File: src/rtl/reset_seq_pkg.sv
// Shared types for the reset sequencer: FSM state encoding and a width helper.
package reset_seq_pkg;

    typedef enum logic [1:0] {
        ST_ASSERT    = 2'd0,
        ST_WAIT_LOCK = 2'd1,
        ST_HOLD      = 2'd2,
        ST_RUN       = 2'd3
    } state_e;

    function automatic int unsigned clog2(input int unsigned value);
        int unsigned bits;
        bits = 32'd0;
        for (int unsigned i = 0; i < 32; i++) begin
            if ((64'd1 << i) < 64'(value)) begin
                bits = i + 32'd1;
            end
        end
        return bits;
    endfunction

endpackage

File: src/rtl/reset_sequencer_if.sv
// Control/status bundle between the reset sequencer (slave) and its environment (master).
interface reset_sequencer_if #(
    parameter int unsigned NUM_DOMAINS = 4,
    parameter int unsigned NUM_LOCKS   = 2
);
    import reset_seq_pkg::*;

    localparam int unsigned SW = clog2(NUM_DOMAINS + 32'd1);

    logic                   i_button_n;
    logic                   i_soft_reset;
    logic [NUM_LOCKS-1:0]   i_locks;
    logic [NUM_DOMAINS-1:0] o_domain_reset;
    logic                   o_all_released;
    logic                   o_timeout;
    logic [SW-1:0]          o_stage;

    modport master (
        output i_button_n, i_soft_reset, i_locks,
        input  o_domain_reset, o_all_released, o_timeout, o_stage
    );

    modport slave (
        input  i_button_n, i_soft_reset, i_locks,
        output o_domain_reset, o_all_released, o_timeout, o_stage
    );

endinterface

File: src/rtl/sync_2ff.sv
// Two-flop synchroniser for a single asynchronous level; clears to 0 on reset.
module sync_2ff (
    input  logic i_clock,
    input  logic i_reset,
    input  logic i_d,
    output logic o_q
);
    logic meta_q, meta_d;
    logic sync_q, sync_d;

    // shift the asynchronous level through two stages
    always_comb begin
        meta_d = i_d;
        sync_d = meta_q;
    end

    // synchroniser registers
    always_ff @(posedge i_clock or posedge i_reset) begin
        if (i_reset) begin
            meta_q <= 1'b0;
            sync_q <= 1'b0;
        end else begin
            meta_q <= meta_d;
            sync_q <= sync_d;
        end
    end

    assign o_q = sync_q;

endmodule

File: src/rtl/reset_sequencer.sv
// Releases NUM_DOMAINS resets in index order, each gated on its subset of lock inputs,
// with button debounce, per-domain hold time, lock-loss re-sequencing and lock-wait timeout.
module reset_sequencer
    import reset_seq_pkg::*;
#(
    parameter int unsigned                        NUM_DOMAINS     = 4,
    parameter int unsigned                        NUM_LOCKS       = 2,
    parameter logic [NUM_DOMAINS*NUM_LOCKS-1:0]   LOCK_MASK       = '1,
    parameter int unsigned                        HOLD_CYCLES     = 16,
    parameter int unsigned                        DEBOUNCE_CYCLES = 1024,
    parameter int unsigned                        TIMEOUT_CYCLES  = 1048576
) (
    input  logic             i_clock,
    input  logic             i_reset,
    reset_sequencer_if.slave bus
);
    localparam int unsigned SW      = clog2(NUM_DOMAINS + 32'd1);
    localparam int unsigned CNT_MAX = (DEBOUNCE_CYCLES > HOLD_CYCLES) ? DEBOUNCE_CYCLES : HOLD_CYCLES;
    localparam int unsigned CW      = clog2(CNT_MAX + 32'd1);
    localparam int unsigned WW      = clog2(TIMEOUT_CYCLES + 32'd1);

    localparam logic [CW-1:0] DEBOUNCE_LOAD = CW'(DEBOUNCE_CYCLES);
    localparam logic [CW-1:0] HOLD_LOAD     = CW'(HOLD_CYCLES - 32'd1);
    localparam logic [WW-1:0] WAIT_MAX      = WW'(TIMEOUT_CYCLES);
    localparam logic [SW-1:0] LAST_STAGE    = SW'(NUM_DOMAINS - 32'd1);

    logic                   button_sync_s;
    logic [NUM_LOCKS-1:0]   locks_sync_s;
    logic [NUM_DOMAINS-1:0] lost_vec_s;
    logic [SW-1:0]          loss_idx_s;
    logic                   stage_met_s;

    state_e                 state_q, state_d;
    logic [CW-1:0]          cnt_q, cnt_d;
    logic [WW-1:0]          wait_q, wait_d;
    logic [SW-1:0]          stage_q, stage_d;
    logic [NUM_DOMAINS-1:0] domain_reset_q, domain_reset_d;
    logic                   all_released_q, all_released_d;
    logic                   timeout_q, timeout_d;

    function automatic logic [NUM_LOCKS-1:0] need_of(input logic [SW-1:0] dom);
        logic [NUM_LOCKS-1:0] need;
        need = {NUM_LOCKS{1'b0}};
        for (int unsigned i = 0; i < NUM_DOMAINS; i++) begin
            need = (dom == SW'(i)) ? LOCK_MASK[i*NUM_LOCKS +: NUM_LOCKS] : need;
        end
        return need;
    endfunction

    sync_2ff u_button_sync (
        .i_clock (i_clock),
        .i_reset (i_reset),
        .i_d     (bus.i_button_n),
        .o_q     (button_sync_s)
    );

    for (genvar g = 0; g < NUM_LOCKS; g++) begin : g_lock_sync
        sync_2ff u_lock_sync (
            .i_clock (i_clock),
            .i_reset (i_reset),
            .i_d     (bus.i_locks[g]),
            .o_q     (locks_sync_s[g])
        );
    end

    // lock status: which released domains lost a lock, the lowest of them, and the current stage's prerequisites
    always_comb begin
        loss_idx_s = {SW{1'b0}};
        for (int unsigned d = 0; d < NUM_DOMAINS; d++) begin
            lost_vec_s[d] = ~domain_reset_q[d] &
                            ((locks_sync_s & need_of(SW'(d))) != need_of(SW'(d)));
        end
        for (int d = int'(NUM_DOMAINS) - 1; d >= 0; d--) begin
            loss_idx_s = lost_vec_s[d] ? SW'(d) : loss_idx_s;
        end
        stage_met_s = ((locks_sync_s & need_of(stage_q)) == need_of(stage_q));
    end

    // sequencing FSM; button press and soft reset outrank lock loss, which outranks normal progress
    always_comb begin
        state_d        = state_q;
        cnt_d          = cnt_q;
        wait_d         = wait_q;
        stage_d        = stage_q;
        domain_reset_d = domain_reset_q;
        timeout_d      = timeout_q;
        if (!button_sync_s || bus.i_soft_reset) begin
            state_d        = ST_ASSERT;
            cnt_d          = DEBOUNCE_LOAD;
            wait_d         = {WW{1'b0}};
            stage_d        = {SW{1'b0}};
            domain_reset_d = {NUM_DOMAINS{1'b1}};
        end else if ((state_q != ST_ASSERT) && (|lost_vec_s)) begin
            state_d = ST_WAIT_LOCK;
            cnt_d   = HOLD_LOAD;
            wait_d  = {WW{1'b0}};
            stage_d = loss_idx_s;
            for (int unsigned d = 0; d < NUM_DOMAINS; d++) begin
                domain_reset_d[d] = (SW'(d) >= loss_idx_s) ? 1'b1 : domain_reset_q[d];
            end
        end else begin
            case (state_q)
                ST_ASSERT: begin
                    domain_reset_d = {NUM_DOMAINS{1'b1}};
                    stage_d        = {SW{1'b0}};
                    if (cnt_q == {CW{1'b0}}) begin
                        state_d = ST_WAIT_LOCK;
                    end else begin
                        cnt_d = cnt_q - CW'(1);
                    end
                end
                ST_WAIT_LOCK: begin
                    if (stage_met_s) begin
                        state_d = ST_HOLD;
                        cnt_d   = HOLD_LOAD;
                    end else begin
                        wait_d    = (wait_q == WAIT_MAX) ? wait_q : wait_q + WW'(1);
                        timeout_d = (wait_q >= WAIT_MAX - WW'(1)) ? 1'b1 : timeout_q;
                    end
                end
                ST_HOLD: begin
                    if (!stage_met_s) begin
                        state_d = ST_WAIT_LOCK;
                        cnt_d   = HOLD_LOAD;
                        wait_d  = {WW{1'b0}};
                    end else if (cnt_q == {CW{1'b0}}) begin
                        for (int unsigned d = 0; d < NUM_DOMAINS; d++) begin
                            domain_reset_d[d] = (SW'(d) == stage_q) ? 1'b0 : domain_reset_q[d];
                        end
                        stage_d = stage_q + SW'(1);
                        wait_d  = {WW{1'b0}};
                        if (stage_q == LAST_STAGE) begin
                            state_d   = ST_RUN;
                            timeout_d = 1'b0;
                        end else begin
                            state_d = ST_WAIT_LOCK;
                        end
                    end else begin
                        cnt_d = cnt_q - CW'(1);
                    end
                end
                ST_RUN: begin
                    state_d = ST_RUN;
                end
                default: begin
                    state_d        = ST_ASSERT;
                    cnt_d          = DEBOUNCE_LOAD;
                    domain_reset_d = {NUM_DOMAINS{1'b1}};
                end
            endcase
        end
        all_released_d = (state_d == ST_RUN);
    end

    // state and output registers
    always_ff @(posedge i_clock or posedge i_reset) begin
        if (i_reset) begin
            state_q        <= ST_ASSERT;
            cnt_q          <= DEBOUNCE_LOAD;
            wait_q         <= {WW{1'b0}};
            stage_q        <= {SW{1'b0}};
            domain_reset_q <= {NUM_DOMAINS{1'b1}};
            all_released_q <= 1'b0;
            timeout_q      <= 1'b0;
        end else begin
            state_q        <= state_d;
            cnt_q          <= cnt_d;
            wait_q         <= wait_d;
            stage_q        <= stage_d;
            domain_reset_q <= domain_reset_d;
            all_released_q <= all_released_d;
            timeout_q      <= timeout_d;
        end
    end

    assign bus.o_domain_reset = domain_reset_q;
    assign bus.o_all_released = all_released_q;
    assign bus.o_timeout      = timeout_q;
    assign bus.o_stage        = stage_q;

endmodule
File: src/flat_wrapper.sv
// flat-port wrapper written by rule: the top's interface ports become plain ports
module reset_sequencer_flat import reset_seq_pkg::*;
#(
    parameter int unsigned                        NUM_DOMAINS     = 4,
    parameter int unsigned                        NUM_LOCKS       = 2,
    parameter logic [NUM_DOMAINS*NUM_LOCKS-1:0]   LOCK_MASK       = '1,
    parameter int unsigned                        HOLD_CYCLES     = 16,
    parameter int unsigned                        DEBOUNCE_CYCLES = 1024,
    parameter int unsigned                        TIMEOUT_CYCLES  = 1048576
)
  (i_clock, i_reset, bus_i_button_n, bus_i_soft_reset, bus_i_locks, bus_o_domain_reset, bus_o_all_released, bus_o_timeout, bus_o_stage);
  reset_sequencer_if #(.NUM_DOMAINS(NUM_DOMAINS), .NUM_LOCKS(NUM_LOCKS)) bus_i ();
  input  logic i_clock;
  input  logic i_reset;
  input wire logic [$bits(bus_i.i_button_n)-1:0] bus_i_button_n;
  input wire logic [$bits(bus_i.i_soft_reset)-1:0] bus_i_soft_reset;
  input wire logic [$bits(bus_i.i_locks)-1:0] bus_i_locks;
  output wire logic [$bits(bus_i.o_domain_reset)-1:0] bus_o_domain_reset;
  output wire logic [$bits(bus_i.o_all_released)-1:0] bus_o_all_released;
  output wire logic [$bits(bus_i.o_timeout)-1:0] bus_o_timeout;
  output wire logic [$bits(bus_i.o_stage)-1:0] bus_o_stage;
  assign bus_i.i_button_n = bus_i_button_n;
  assign bus_i.i_soft_reset = bus_i_soft_reset;
  assign bus_i.i_locks = bus_i_locks;
  assign bus_o_domain_reset = bus_i.o_domain_reset;
  assign bus_o_all_released = bus_i.o_all_released;
  assign bus_o_timeout = bus_i.o_timeout;
  assign bus_o_stage = bus_i.o_stage;
  reset_sequencer #(.NUM_DOMAINS(NUM_DOMAINS), .NUM_LOCKS(NUM_LOCKS), .LOCK_MASK(LOCK_MASK), .HOLD_CYCLES(HOLD_CYCLES), .DEBOUNCE_CYCLES(DEBOUNCE_CYCLES), .TIMEOUT_CYCLES(TIMEOUT_CYCLES)) u_core (.i_clock(i_clock), .i_reset(i_reset), .bus(bus_i));
endmodule
File: config.mk
export PLATFORM = sky130hd
export DESIGN_NAME = reset_sequencer_flat
export DESIGN_NICKNAME = d
export VERILOG_FILES = /design/src/rtl/reset_seq_pkg.sv /design/src/rtl/reset_sequencer_if.sv /design/src/rtl/sync_2ff.sv /design/src/rtl/reset_sequencer.sv /design/src/flat_wrapper.sv
export SDC_FILE = /design/constraint.sdc
export NUM_CORES = 1
export LEC_CHECK = 0
export ABC_AREA = 1
export BUFFER_PORTS_ARGS = -buffer_cell sky130_fd_sc_hd__buf_2
export CORE_ASPECT_RATIO = 0.75
export CORE_UTILIZATION = 57
export CTS_BUF_LIST = sky130_fd_sc_hd__clkbuf_2 sky130_fd_sc_hd__clkbuf_4 sky130_fd_sc_hd__clkbuf_8
export DETAILED_ROUTE_END_ITERATION = 12
export GPL_TIMING_DRIVEN = 0
export PLACE_DENSITY_LB_ADDON = 0.1
export SYNTH_ARGS = -nofsm -noshare
export SYNTH_HDL_FRONTEND = slang
export SYNTH_SLANG_ARGS = --single-unit
File: constraint.sdc
create_clock -name i_clock -period 2.1 [get_ports i_clock]
set_input_delay 0.105 -clock i_clock [delete_from_list [all_inputs] [get_ports i_clock]]
set_output_delay 0.105 -clock i_clock [all_outputs]
set_load 0.01 [all_outputs]
==> flow_summary.ini, run 1 <==
[run_status]
outcome = finished clean

[final_layout]
antenna_cells = 0
final-instance-count-excl-fill = 626
fin_area_um2 = 4010
drive_above_1_share_pct = 20.3
syn_to_final_growth_pct = 10.1
final_nets = 565
final_cell_mix = nand2_1, nand3_1, inv_1, nor2_1, dfrtp_1
fill_cells = 537
final_common_cell = nand2_1

[timing]
timing.hold.ws_ns = 0.248
clock_skew_ns = 0.00571
setup_tns_ns = 0
fmaxAchievable_ghz = 0.499
final-max-slew-violation-count = 0
hold_violations = 0
min_period_ns = 2.00
slew_headroom_pct = 60.0
tightest_slew_ns = 0.599
fin_crit_sh_pct = 95.4
setup_violations = 0

[power_and_ir_drop]
irDropWorstVdd_v = 0.000362
power_mw = 2.05
power_density_nw_per_um2 = 510
p_leak_nw = 1.90

[cts]
numCtsBuffers = 5
cts_max_level = 2
cts-root-buf = clkbuf_8
clk_path_buf_depth = 2
clk_transition_reported_paths_ns = 0.09
clock_sinks = 49
clock_latency_ns = 0.31
cts_tree = built

[drt]
initialDrtViolationCount = 382
vias = 3582
postRouteAntennaNets = 0
detail_route.wirelength_um = 9330
first_pass_iters = 7
wl_per_cell_um = 14.9
routed_via_density = 5.72
drc = 0

[floorplan]
io_pins = 15
core_area_um2 = 5980
die_w_um = 94.3
dieArea_um2 = 6720
die_h_um = 71.2
rows = 24
initial_core_util_pct = 61.0

[global_routing]
grt_pass1_wl_um = 15200
gr-usage-all-layers_pct = 29.3
antenna_found_initial = 0
grt_pass1_vias = 3040
grt_max_degree = 43
grt-ovfl-total = 0

[placed_design]
dp_hpwl_um = 6920
place.gp.congestion = 0.898
portBuffers = 14
placed_area_um2 = 3830
place_inst = 611

[yosys]
synth_edf_count = 0
ys_types = 36
synth_async_sr_flop_share_pct = 100
syn_inst = 518
synth_area_leader_cell = dfrtp_1
synth_flop_cell = dfrtp_1
yosysTopAreaCellShare_pct = 30.2
ys_warn_count = 0
syn_avg_cell_area_um2 = 7.03
synth_seq_area_share_pct = 33.8
synth_area_um2 = 3640
synthTopCellsByArea = dfrtp_1, nand2_1, nand3_1, inv_1, nor2_1
synth-seq-cells = 49
synth_fp_nets = 536

[min_path]
hold_class = input port to async pin

[worst_setup_path]
r2r-end = u_core.wait_q[4]
cp_slowest_cell = dfrtp_1
worstSetupPathType = flip-flop to flip-flop
crit_path_end_kind = flip-flop
rr_worst_depth = 13
cp_slowest_stage_delay_ns = 0.44
critical_path_required_ns = 2.30
worstSetupStartpointType = flip-flop
r2r-start = u_core.bus.o_stage[1]
cp_cell_sequence = ha_1 -> ha_2 -> a21oi_2 -> nand2_1 -> nand2_2 -> nand2_4 -> nand2_1 -> nand2_2 -> nand2_4 -> nand2_4 -> buf_8 -> nand3_1 -> nand2_1
path_max_fanout = 10
crit_buf_inv = 1
arrival_ns = 2.20
cpLargestDelayFamily = simple AND/OR/NAND/NOR gates
worst-r2r-setup-slack_ns = 0.1

[job]
drv_cap = 0
==> layout make-up <==
cell class | count | area (µm²) | share of cell area (%)
sequential | 49 | 1240 | 30.8
tap | 78 | 97.6 | 2.43
multi-input combinational | 396 | 2090 | 52.2
timing repair buffer | 22 | 153 | 3.81
inverter | 60 | 233 | 5.80
clock buffer | 8 | 97.6 | 2.43
buffer | 13 | 100 | 2.50
==> Yosys cell counts (2+ instances only) <==
cell and instances:
dfstp_2 5, buf_6 3, nor3_2 4, nor3_1 16, o21ai_1 10, nor2_2 6, nand2_1 150, ha_1 12
nor4_1 4, nand4_1 8, dfrtp_1 44, a21oi_2 2, inv_2 8, nand2_2 9, nand2_4 5, buf_4 2
inv_4 2, nor2_1 47, a21oi_1 9, o21ai_2 12, nand3_2 6, xor2_1 11, inv_1 49, buf_2 3
clkbuf_1 4, nand3_1 59, o21ai_0 16, nor2_4 4
==> metrics by stage <==
stage / utilization, % / setup slack, ns
2_1_floorplan: - / 0.286
3_3_place_gp: 63.8 / -0.0490
3_5_place_dp: 64.1 / -0.0219
4_1_cts: 66.5 / 0.0326
5_1_grt: 67.1 / -0.00623
6_report: 67.1 / 0.0959
==> worst max-delay path by stage <==
stage / start / to / slack (ns) / depth (start not counted)
3_5_place_dp: u_core.state_q[0] / u_core.wait_q[7] / -0.02 / 9
3_3_place_gp: u_core.state_q[0] / u_core.wait_q[7] / -0.05 / 9
6_report: u_core.bus.o_stage[1] / u_core.wait_q[4] / 0.1 / 13
4_1_cts: u_core.bus.o_stage[1] / u_core.wait_q[4] / 0.03 / 13
2_1_floorplan: u_core.bus.o_stage[0] / u_core.wait_q[6] / 0.29 / 13
5_1_grt: u_core.bus.o_stage[0] / u_core.wait_q[4] / -0.006 / 13
==> report_power, final <==
group	internal, mW	switching (mW)	total (mW)
combinational	0.149	0.255	0.404
clock	0.296	0.326	0.622
sequential	0.988	0.0333	1.02
total	1.43	0.615	2.05
==> sequential cells by signal, indices dropped and copies added (netlist names) <==
| register | cells |
|---|---|
| u_core.g_lock_sync.u_lock_sync.o_q | 2 |
| u_core.u_button_sync.meta_q | 1 |
| u_core.bus.o_timeout | 1 |
| u_core.cnt_q | 11 |
| u_core.state_q | 2 |
| u_core.bus.o_stage | 3 |
| u_core.u_button_sync.o_q | 1 |
| u_core.g_lock_sync.u_lock_sync.meta_q | 2 |
| u_core.bus.o_all_released | 1 |
| u_core.bus.o_domain_reset | 4 |
| u_core.wait_q | 21 |
==> worst min-delay path, stage by stage <==
cell and delay, ns:
dlygate4sd3_1 0.53, buf_2 0.12, inv_2 0.18
==> kinds of logic (layout without fill, tap and decap cells) <==
| group | Yosys count | count (layout) | share of synthesized area, % |
|---|---|---|---|
| and+or+nand+nor | 322 | 322 | 41.9 |
| DFF | 49 | 49 | 33.8 |
| AOI/OAI and AO/OA | 50 | 50 | 8.41 |
| adders and majority gates | 12 | 12 | 4.12 |
| xor gates and xnor gates | 12 | 12 | 2.88 |
| buffers and inverters | 73 | 103 | 8.89 |
==> per-layer routing <==
metal	vias up	GRT usage [%]	wire length [µm]
met5	-	0	0
met4	0	5.13	79
met3	8	4.67	867
met2	151	41.6	3800
met1	1699	47.1	4590
li1	1724	-	-
==> what timing repair did <==
item | in CTS | in global routing
resized for setup | 3 | 11
endpoints found under the hold margin | 10 | 0
pin swaps | 0 | 0
hold buffers | 4 | 0
buffers inserted | 0 | 3
setup endpoints to repair | 7 | 35
Note: power is estimated with default switching activity, not from simulation.
==> inputs of run 2 (changes only) <==
- RECOVER_POWER: not set -> 100
==> flow_summary.ini, run 2 (synthesized netlist as in run 1, its figures left out) <==
[power_and_ir_drop]
power_mw = 2.04
p_leak_nw = 1.87
irDropWorstVdd_v = 0.000362
power_density_nw_per_um2 = 512

[final_layout]
largest_reg_flops = 21
top_register = u_core.wait_q
antenna_cells = 0
final_nets = 565
multi_input_area_um2 = 2090
final_cell_mix = nand2_1, nand3_1, inv_1
syn_to_final_growth_pct = 9.48
drive_above_1_share_pct = 18.4
fill_cells = 540
seqCellArea_um2 = 1240
final_common_cell = nand2_1

[floorplan]
dieArea_um2 = 6720
die_w_um = 94.3
rows = 24
die_h_um = 71.2
initial_core_util_pct = 61.0
io_pins = 15
core_area_um2 = 5980

[worst_setup_path]
arrival_ns = 2.21
cp_slowest_cell = dfrtp_1
worstSetupPathType = flip-flop to flip-flop
path_max_fanout = 10
crit_path_end_kind = flip-flop
r2r-start = u_core.bus.o_stage[1]
cp_slowest_stage_delay_ns = 0.44
worstSetupStartpointType = flip-flop
worst-r2r-setup-slack_ns = 0.09
cp_cell_sequence = ha_1 -> ha_2 -> a21oi_2 -> nand2_1 -> nand2_2 -> nand2_4 -> nand2_1 -> nand2_2 -> nand2_4 -> nand2_4 -> buf_8 -> nand3_1 -> nand2_1
critical_path_required_ns = 2.30
r2r-end = u_core.wait_q[4]
rr_worst_depth = 13

[timing]
hold_violations = 0
setup_violations = 0
clock_skew_ns = 0.00643
min_period_ns = 2.01
fin_crit_sh_pct = 95.8
slew_headroom_pct = 31.5
tightest_slew_ns = 1.03
timing.hold.ws_ns = 0.274
fmaxAchievable_ghz = 0.497
final-max-slew-violation-count = 0

[min_path]
whs_path_depth = 6
hold_class = input port to flip-flop
hold_path_end = u_core.wait_q[0]
hold_path.startpoint = bus_i_soft_reset

[cts]
cts_max_level = 2
clk_transition_reported_paths_ns = 0.09
clock_latency_ns = 0.31
cts-root-buf = clkbuf_8
clock_sinks = 49
numCtsBuffers = 5
clk_path_buf_depth = 2
cts_tree = built

[job]
drv_cap = 0

[placed_design]
portBuffers = 14
dp_hpwl_um = 6920
place.gp.congestion = 0.898

[global_routing]
gr-usage-all-layers_pct = 29.3
grt_pass1_wl_um = 15200
grt-ovfl-total = 0
grt_pass1_vias = 3040
antenna_found_initial = 0
grt_max_degree = 43

[drt]
routed_via_density = 5.69
detail_route.wirelength_um = 9340
vias = 3564
wl_per_cell_um = 14.9
initialDrtViolationCount = 382
drc = 0
first_pass_iters = 8
postRouteAntennaNets = 0

[run_status]
outcome = finished clean
## run 2: layout make-up
cell class / count / area share, %
Inverter: 60 / 5.83
Multi-Input combinational cell: 396 / 52.5
Tap cell: 78 / 2.45
Timing Repair Buffer: 22 / 3.29
Clock buffer: 8 / 2.45
Buffer: 13 / 2.51
Sequential cell: 49 / 31.0
## run 2: per-layer routing
metal	wire length [µm]	up-vias	GRT usage (%)
li1	-	1723	-
met1	4550	1686	47.1
met2	3810	147	41.6
met3	903	8	4.67
met4	80	0	5.13
met5	0	-	0
## run 2: power breakdown
part	internal, mW	total [mW]	switching, mW	leakage (nW)
sequential	0.987	1.02	0.0335	0.637
clock	0.296	0.623	0.327	0.0523
combinational	0.144	0.398	0.254	1.18
total	1.43	2.04	0.614	1.87
## run 2: critical path, delay by kind of cell, from the launching register on
kind            cells  cell delay, ns
compound gates      1            0.10
fa+ha+maj           2            0.40
buf+inv             1            0.17
flops               1            0.44
simple gates        9            0.78
## run 2: worst max path at each step
stage                               start  cells after the start          endpoint
floorplan           u_core.bus.o_stage[0]                     13  u_core.wait_q[6]
global placement        u_core.state_q[0]                      9  u_core.wait_q[7]
detailed placement      u_core.state_q[0]                      9  u_core.wait_q[7]
CTS                 u_core.bus.o_stage[1]                     13  u_core.wait_q[4]
global route        u_core.bus.o_stage[0]                     13  u_core.wait_q[4]
finish              u_core.bus.o_stage[1]                     13  u_core.wait_q[4]
## run 2: metrics by stage
step | cell area [µm²] | utilization (%) | cells | setup WS, ns | setup TNS (ns)
after floorplan | 3640 | - | 518 | 0.286 | 0
after CTS | 3970 | 66.5 | 623 | 0.0326 | 0
final | 3990 | 66.8 | 626 | 0.0887 | 0
after global placement | 3810 | 63.8 | 610 | -0.0490 | -0.0503
after detailed placement | 3830 | 64.1 | 611 | -0.0219 | -0.0219
after global routing | 3990 | 66.8 | 626 | -0.00752 | -0.00893
## run 2: repair_timing
| action | CTS | global route |
|---|---|---|
| hold buffers | 4 | 0 |
| setup endpoints to repair | 7 | 35 |
| cloned | 0 | 0 |
| buffers inserted | 0 | 3 |
| endpoints found under the hold margin | 10 | 0 |
| resized for setup | 3 | 11 |
==> inputs of run 3 (changes only) <==
- CORE_ASPECT_RATIO: 0.75 -> not set
- SYNTH_HIERARCHICAL: not set -> 1
==> flow_summary.ini, run 3 <==
[floorplan]
core_area_um2 = 5960
rows = 28
die_w_um = 80.9
io_pins = 15
die_h_um = 80.9
initial_core_util_pct = 59.6
dieArea_um2 = 6540

[global_routing]
grt-ovfl-total = 0
grt_pass1_vias = 3128
grt_max_degree = 32
antenna_found_initial = 0
grt_pass1_wl_um = 14500
gr-usage-all-layers_pct = 28.3

[run_status]
outcome = finished clean

[final_layout]
antenna_cells = 0
largest_reg_flops = 21
top_register = u_core/wait_q
drive_above_1_share_pct = 12.5
final_nets = 587
syn_to_final_growth_pct = 11.2
fill_cells = 536
final_cell_mix = nand2_1, nor2_1, inv_1
final_common_cell = nand2_1
final_util_pct = 66.2

[drt]
vias = 3470
wl_per_cell_um = 13.2
routed_via_density = 5.38
initialDrtViolationCount = 262
drc = 0
postRouteAntennaNets = 0
first_pass_iters = 5
detail_route.wirelength_um = 8510

[worst_setup_path]
worstSetupStartpointType = flip-flop
rr_worst_depth = 7
path_max_fanout = 10
crit_buf_inv = 3
cp_slowest_cell = dfrtp_1
cpLargestDelayFamily = buffers and inverters
worstSetupPathDepth = 7
arrival_ns = 2.17
crit_path_end_kind = flip-flop
critical_path_required_ns = 2.35
worstSetupPathType = flip-flop to flip-flop
cp_cell_sequence = inv_1 -> ha_1 -> inv_2 -> a21oi_4 -> clkbuf_1 -> nand3_1 -> nand2_1
cp_slowest_stage_delay_ns = 0.44

[cts]
clock_sinks = 49
cts_tree = built
cts_max_level = 2
cts-root-buf = clkbuf_8
clk_transition_reported_paths_ns = 0.09
clk_path_buf_depth = 2
clock_latency_ns = 0.30
numCtsBuffers = 5

[timing]
setup_violations = 0
clock_skew_ns = 0.0107
timing.hold.ws_ns = 0.249
fin_ws_ns = 0.175
tightest_slew_ns = 0.774
fmaxAchievable_ghz = 0.519
fin_crit_sh_pct = 91.7
slew_headroom_pct = 48.4
min_period_ns = 1.92
final-max-slew-violation-count = 0
hold_violations = 0

[yosys]
synth_fa_ha_area_share_pct = 4.23
syn_avg_cell_area_um2 = 6.61
synth_seq_area_share_pct = 34.7
ys_types = 36
yosysMostFrequentCell = nand2_1
synth_simple_gate_area_share_pct = 42.4
synth-seq-cells = 49
synth_fp_nets = 555
synth_area_leader_cell = dfrtp_1
synth_top_family_by_area = simple AND/OR/NAND/NOR gates
synthTopCellsByArea = dfrtp_1, nand2_1, nand3_1, nor2_1, inv_1
synth_flop_cell = dfrtp_1
ys_warn_count = 6
yosysTopAreaCellShare_pct = 31.0
syn_inst = 537
synth_compound_area_share_pct = 8.18
synth_mux_area_share_pct = 0
synth_edf_count = 0
synth_async_sr_flop_share_pct = 100
synth-xor-area-share_pct = 1.23
synth_area_um2 = 3550
yosys-top-cells-count = nand2_1, nor2_1, inv_1, nand3_1, dfrtp_1

[placed_design]
pre_cts_ws_ns = 0.0475
place.gp.congestion = 0.913
dp_hpwl_um = 6160
portBuffers = 14

[min_path]
hold_class = input port to async pin

[power_and_ir_drop]
power_density_nw_per_um2 = 523
p_leak_nw = 1.91
power_mw = 2.06
irDropWorstVdd_v = 0.000505

[job]
drv_cap = 0
[run 3: cell types whose count changed in the layout (fill, tap and decap cells not counted), moves of 4 or more]
cell / before / now
o21ai_1: 10 / 17
nand2_1: 150 / 162
nor3_2: 4 / 0
nor2_1: 47 / 65
o21ai_2: 12 / 0
xor2_1: 11 / 2
inv_1: 48 / 58
nand4_1: 8 / 12
[run 3: worst paths after layout]
path                                                             to  slack (ns)                                startpoint
setup reg to reg                                  u_core/wait_q[19]        0.18                         u_core/state_q[1]
max in group asynchronous                          u_core/wait_q[2]        0.54                                   i_reset
hold reg to reg               u_core/g_lock_sync[0].u_lock_sync/o_q        0.36  u_core/g_lock_sync[0].u_lock_sync/meta_q
setup / recovery                                  u_core/wait_q[19]        0.18                         u_core/state_q[1]
hold / removal             u_core/g_lock_sync[1].u_lock_sync/meta_q        0.25                                   i_reset
min in group i_clock                                u_core/cnt_q[0]        0.33                          bus_i_soft_reset
[run 3: routing by layer]
layer	GRT usage, %	part of all wire, %	up-vias	routed length [µm]
met1	42.2	50	1569	4290
li1	-	-	1781	-
met5	0	0	-	0
met4	3.75	0.47	0	40
met3	3.82	5.1	5	433
met2	44.3	44	115	3740
[run 3: cell type report]
class / instances / area [µm²] / share of cell area (%)
sequential: 49 / 1230 / 31.2
multi-input combinational: 407 / 2020 / 51.2
clock buffer: 6 / 82.6 / 2.09
tap: 75 / 93.8 / 2.38
buffer: 12 / 66.3 / 1.68
timing repair buffer: 25 / 154 / 3.90
inverter: 69 / 259 / 6.57
clock inverter: 2 / 37.5 / 0.952
[run 3: through the flow]
| stage | instances | TNS [ns] | area (µm²) |
|---|---|---|---|
| global route | 645 | -0.0177 | 3940 |
| finish | 645 | 0 | 3940 |
| CTS | 639 | 0 | 3890 |
| detailed placement | 627 | 0 | 3730 |
| floorplan | 537 | 0 | 3550 |
| global placement | 626 | 0 | 3710 |
[run 3: repair_timing]
| action | 4_1_cts | 5_1_grt |
|---|---|---|
| setup buffers | 0 | 6 |
| setup endpoints to repair | 0 | 33 |
| resized for setup | 0 | 19 |
| hold buffers | 4 | 0 |
| endpoints found under the hold margin | 17 | 0 |
[run 3: tightest hold or removal path, cell delays in order]
cell           delay [ns]
dlygate4sd3_1        0.55
clkbuf_1             0.14
inv_1                0.10
[run 3: cell families (layout without fill, tap and decap cells)]
logic type	count (synthesis)	count (layout)
simple gates	339	339
flops	49	49
fa+ha+maj	12	12
buf+inv	81	114
xor+xnor	5	5
compound gates	51	51
[run 3: report_power, final]
| part | total [mW] | internal, mW | switching, mW |
|---|---|---|---|
| registers | 1.02 | 0.982 | 0.0347 |
| clock network | 0.709 | 0.388 | 0.321 |
| logic | 0.338 | 0.122 | 0.216 |
